--- config.mk ---
export PLATFORM = sky130hd
export DESIGN_NAME = ppm_slot_ctrl
export DESIGN_NICKNAME = d
export VERILOG_FILES = /design/src/rtl/ppm_slot_ctrl.sv
export SDC_FILE = /design/constraint.sdc
export NUM_CORES = 1
export LEC_CHECK = 0
export CAP_MARGIN = 40
export CORE_ASPECT_RATIO = 0.6
export CORE_UTILIZATION = 57
export DETAILED_ROUTE_END_ITERATION = 6
export PLACE_DENSITY = 0.83
export SLEW_MARGIN = 5
export SYNTH_ARGS = -nofsm -noshare
export SYNTH_HDL_FRONTEND = slang
export SYNTH_SLANG_ARGS = --single-unit
--- constraint.sdc ---
create_clock -name clk -period 2.9 [get_ports clk]
set_input_delay 0.725 -clock clk [delete_from_list [all_inputs] [get_ports clk]]
set_output_delay 0.725 -clock clk [all_outputs]
set_load 0.05 [all_outputs]
--- src/rtl/ppm_slot_ctrl.sv ---
// ppm_slot_ctrl: PPM slot/symbol timing controller, re-aligned to the pulse stream.
// Hunts for a sync pulse, then samples each slot at mid-point and emits one
// symbol per frame with error and lock status.
// Ports: clk, rst_n (async, active-low), en, ppm_in (async line);
//        sym_valid/sym_data/sym_err (symbol result), locked, slot_clk, err_cnt.
// Optional: define PPM_ERRCNT_EN to build the saturating 8-bit symbol error
//           counter on err_cnt; otherwise err_cnt is tied to 0.
module ppm_slot_ctrl #(
    parameter int OSR      = 16,
    parameter int SLOTS    = 4,
    parameter int MAX_MISS = 3
) (
    input  logic                     clk,
    input  logic                     rst_n,
    input  logic                     en,
    input  logic                     ppm_in,
    output logic                     sym_valid,
    output logic [$clog2(SLOTS)-1:0] sym_data,
    output logic                     sym_err,
    output logic                     locked,
    output logic                     slot_clk,
    output logic [7:0]               err_cnt
);

    localparam int PW = $clog2(OSR);
    localparam int SW = $clog2(SLOTS);
    localparam int MW = (MAX_MISS > 1) ? $clog2(MAX_MISS) : 1;

    typedef enum logic [1:0] {
        IDLE = 2'd0,
        HUNT = 2'd1,
        SYNC = 2'd2,
        RUN  = 2'd3
    } state_t;

    state_t          state_q, state_d;
    logic [PW-1:0]   phase_q, phase_d;
    logic [SW-1:0]   slot_q, slot_d;
    logic [1:0]      hits_q, hits_d;
    logic [MW-1:0]   miss_q, miss_d;
    logic [SW-1:0]   data_q, data_d;
    logic            vld_q, vld_d;
    logic [SW-1:0]   sdata_q, sdata_d;
    logic            serr_q, serr_d;

    logic            sync1_q, ppm_s_q, ppm_d_q;
    logic            rise;
    logic            eos;
    logic            samp;

    // Two-flop synchronizer plus a delay flop for rising-edge detection.
    always_ff @(posedge clk or negedge rst_n) begin
        if (!rst_n) begin
            sync1_q <= 1'b0;
            ppm_s_q <= 1'b0;
            ppm_d_q <= 1'b0;
        end else begin
            sync1_q <= ppm_in;
            ppm_s_q <= sync1_q;
            ppm_d_q <= ppm_s_q;
        end
    end

    assign rise = ppm_s_q & ~ppm_d_q;
    assign eos  = (phase_q == PW'(OSR - 1)) && (slot_q == SW'(SLOTS - 1));
    assign samp = (phase_q == PW'(OSR / 2)) && ppm_s_q;

    always_ff @(posedge clk or negedge rst_n) begin
        if (!rst_n) begin
            state_q <= IDLE;
            phase_q <= '0;
            slot_q  <= '0;
            hits_q  <= '0;
            miss_q  <= '0;
            data_q  <= '0;
            vld_q   <= 1'b0;
            sdata_q <= '0;
            serr_q  <= 1'b0;
        end else begin
            state_q <= state_d;
            phase_q <= phase_d;
            slot_q  <= slot_d;
            hits_q  <= hits_d;
            miss_q  <= miss_d;
            data_q  <= data_d;
            vld_q   <= vld_d;
            sdata_q <= sdata_d;
            serr_q  <= serr_d;
        end
    end

    always_comb begin
        state_d = state_q;
        phase_d = phase_q;
        slot_d  = slot_q;
        hits_d  = hits_q;
        miss_d  = miss_q;
        data_d  = data_q;
        vld_d   = 1'b0;
        sdata_d = sdata_q;
        serr_d  = serr_q;
        if (!en) begin
            state_d = IDLE;
            phase_d = '0;
            slot_d  = '0;
            hits_d  = '0;
            miss_d  = '0;
            data_d  = '0;
        end else begin
            unique case (state_q)
                IDLE: begin
                    state_d = HUNT;
                end
                HUNT: begin
                    phase_d = '0;
                    slot_d  = '0;
                    // The edge cycle itself is phase 0 of the sync symbol.
                    if (rise) begin
                        state_d = SYNC;
                        phase_d = PW'(1);
                    end
                end
                SYNC: begin
                    // Slot and phase form one counter; wrap lands on 0/0.
                    {slot_d, phase_d} = {slot_q, phase_q} + (PW + SW)'(1);
                    if (eos) begin
                        state_d = RUN;
                        hits_d  = '0;
                        data_d  = '0;
                    end
                end
                RUN: begin
                    {slot_d, phase_d} = {slot_q, phase_q} + (PW + SW)'(1);
                    if (samp) begin
                        if (hits_q != 2'd2) hits_d = hits_q + 2'd1;
                        if (hits_q == 2'd0) data_d = slot_q;
                    end
                    if (eos) begin
                        vld_d   = 1'b1;
                        sdata_d = (hits_q != 2'd0) ? data_q : '0;
                        serr_d  = (hits_q != 2'd1);
                        hits_d  = '0;
                        data_d  = '0;
                        if (hits_q == 2'd0) begin
                            if (miss_q == MW'(MAX_MISS - 1)) begin
                                state_d = HUNT;
                                miss_d  = '0;
                            end else begin
                                miss_d = miss_q + MW'(1);
                            end
                        end else begin
                            miss_d = '0;
                        end
                    end
                end
                default: begin
                    state_d = IDLE;
                end
            endcase
        end
    end

    assign sym_valid = vld_q;
    assign sym_data  = sdata_q;
    assign sym_err   = serr_q;
    assign locked    = (state_q == SYNC) || (state_q == RUN);
    assign slot_clk  = locked & phase_q[PW-1];

`ifdef PPM_ERRCNT_EN
    logic [7:0] errcnt_q, errcnt_d;

    always_comb begin
        errcnt_d = errcnt_q;
        if (!en) begin
            errcnt_d = '0;
        end else if (vld_q && serr_q && (errcnt_q != 8'hFF)) begin
            errcnt_d = errcnt_q + 8'd1;
        end
    end

    always_ff @(posedge clk or negedge rst_n) begin
        if (!rst_n) errcnt_q <= '0;
        else        errcnt_q <= errcnt_d;
    end

    assign err_cnt = errcnt_q;
`else
    assign err_cnt = '0;
`endif

endmodule
==> results.json <==
{
  "status": "complete, no violations",
  "synth-seq-area-share_pct": 42.60,
  "min_path_type": "flop to flop",
  "cp.required_ns": 2.17,
  "min_from": "sync1_q$_DFF_PN0_",
  "rows": 12,
  "grt_pass1_vias": 842,
  "power_density_mw_per_mm2": 547.9,
  "p_leak_uw": 0.0006110,
  "path_class": "flop to primary output",
  "fin_worst_skew_ns": 0.001559,
  "slew_viol_final": 0,
  "crit_arrival_ns": 1.89,
  "max_cap_violations": 0,
  "power_uw": 739.6,
  "place.gp.congestion": 0.8202,
  "min_period_ns": 2.611,
  "setup_violations": 0,
  "reg2reg_from": "state_q[1]$_DFFE_PN0P_",
  "grt_max_degree": 22,
  "yosys.cell_types.count": 38,
  "reg2reg_depth": 5,
  "rr_endpoint": "hits_q[1]$_DFFE_PN0P_",
  "cp_cell_sequence": "and2_2, clkdlybuf4s50_1",
  "fin_tns_setup_ns": 0,
  "ir_worst_vdd_uv": 368.1,
  "fin_nets": 151,
  "core_area_mm2": 0.001937,
  "hold_viol": 0,
  "yosys_warnings": 0,
  "ff2ff_setup_slack_ns": 0.92,
  "postCtsSetupRepairBufs": 0,
  "ioPinCount": 18,
  "critPathMaxFanout": 10,
  "area_growth_pct": 9.432,
  "fin_util_pct": 69.70,
  "numCtsBuffers": 3,
  "cp_slowest_cell": "clkdlybuf4s50_1",
  "postCtsResizedCells": 0,
  "min_path_cells": 0,
  "max_clock_freq_mhz": 383.0,
  "worstSetupStartpointType": "flop",
  "drt_iter0_drc": 62,
  "start_util_pct": 63.70,
  "dr_total_vias": 939,
  "antenna_found_initial": 0,
  "syn_avg_cell_area_um2": 9.714,
  "cts_tree": "done",
  "overflow": 0,
  "netlist_area_mm2": 0.001234,
  "vias_per_cell": 5.657,
  "critPathCaptureType": "primary output",
  "cp_num_cells": 2,
  "antenna_left": 0,
  "hold_buffers": 0,
  "final_cell_mix": "dfrtp_1 (21), nand2_1 (12), o21ai_0 (11)",
  "worstMarginPinSlew_ns": 0.5713,
  "grt_pass1_wl_um": 4036,
  "synth_top_area_share_pct": 42.60,
  "clkLatencyLatePin_ns": 0.31,
  "final_common_cell": "dfrtp_1",
  "root_buffer": "clkbuf_4",
  "die_h_um": 38.04,
  "cp-startpoint": "state_q[1]$_DFFE_PN0P_",
  "hpwl_um": 1880,
  "wl_per_cell_um": 14.50,
  "dieArea_mm2": 0.002360,
  "cts_max_level": 1,
  "synth_cells": 127,
  "post-route-period-util_pct": 90.04,
  "clk_path_buf_depth": 2,
  "groute.usage.overall_pct": 25.20,
  "hold_end": "ppm_s_q$_DFF_PN0_",
  "clkTransAtPathRegs_ns": 0.12,
  "io_buffers": 9,
  "synth_top_area_cell": "dfrtp_1",
  "synthTopCellsByArea": "dfrtp_1 (43%), ha_1 (8.1%), buf_4 (4.9%), o21ai_0 (4.5%), nand2_1 (3.7%)",
  "die_w_um": 62.06,
  "crit_family": "buffers and inverters",
  "critPathMaxStageDelay_ns": 0.80,
  "n_antenna_cell": 0,
  "slew-limit-headroom_pct": 61.51,
  "first_pass_iters": 4,
  "drt_wl_total_um": 2407,
  "drive_gt1_share_pct": 13.04,
  "clock_sinks": 21,
  "ys_ff_latch": 21,
  "crit_buf_inv": 1,
  "drc_errors": 0,
  "rsz0062_at_grt": "false"
}
## cells in the mapped netlist, drive strengths merged
cell type,instances
or3b,1
nor3b,1
a31oi,1
conb,1
a32o,1
a221oi,2
a21oi,4
nand4b,1
a22o,3
nand4,4
o2111ai,1
or4,1
nand2,12
o211ai,1
ha,8
and3b,1
buf,10
dfrtp,21
nor4,1
nand2b,1
nor2,8
nand3,4
o31ai,1
mux2i,2
clkbuf,1
mux2,2
inv,10
o21ai,11
and4bb,2
and2,3
nand3b,1
nor2b,4
and3,2
## layout make-up
type | count | area, µm²
clock inverters | 1 | 5.005
multi-input cells | 92 | 621.8
flip-flops and latches | 21 | 525.5
inverters | 10 | 37.54
well taps | 28 | 35.03
fillers | 156 | 586.8
clock buffers | 3 | 22.52
repair buffers | 11 | 102.6
## worst max-delay path by stage
| stage | to |
|---|---|
| 2_1_floorplan | locked |
| 3_3_place_gp | slot_q[1]$_DFFE_PN0P_ |
| 3_5_place_dp | hits_q[0]$_DFFE_PN0P_ |
| 4_1_cts | slot_clk |
| 5_1_grt | slot_clk |
| 6_report | slot_clk |
## state kept, by name (all words and copies together), names as in the netlist
name,cells
miss_q,2
sync1_q,1
sym_data,2
hits_q,2
ppm_d_q,1
sym_valid,1
data_q,2
sym_err,1
phase_q,4
slot_q,2
ppm_s_q,1
state_q,2
## kinds of logic (layout without fill, tap and decap cells)
logic type | count (synthesis) | in the layout | synth area share, %
and+or+nand+nor | 47 | 47 | 22.62
AOI/OAI and AO/OA | 25 | 25 | 13.79
DFF | 21 | 21 | 42.60
buffers and inverters | 21 | 25 | 9.128
adders and majority gates | 8 | 8 | 8.114
muxes | 4 | 4 | 3.448
other | 1 | 8 | 0.3040
## layer usage
metal | part of all wire [%] | global-route usage, % | vias up
met1 | 48 | 37.98 | 449
met5 | 0 | 0 | -
li1 | - | - | 451
met3 | 7.0 | 6.081 | 2
met2 | 44 | 36.44 | 37
met4 | 0.71 | 5.000 | 0
## through the flow
stage,hold WS [ns],worst slack [ns],instance area [µm²],instances
after CTS,0.3713,0.2802,1350,166
after global routing,0.3851,0.2247,1350,166
final,0.3681,0.2888,1350,166
after global placement,0.3328,0.6314,1323,162
after floorplan,0.3312,1.064,1260,134
after detailed placement,0.3436,0.5401,1323,162
## power breakdown
group / leakage (µW) / internal [µW] / switching (µW) / total (µW)
Sequential: 0.000278 / 315 / 31.7 / 347
Clock: 0.0000177 / 51.7 / 93.0 / 145
Combinational: 0.000315 / 91.4 / 157 / 248
Power figures use the tool's default switching activity.
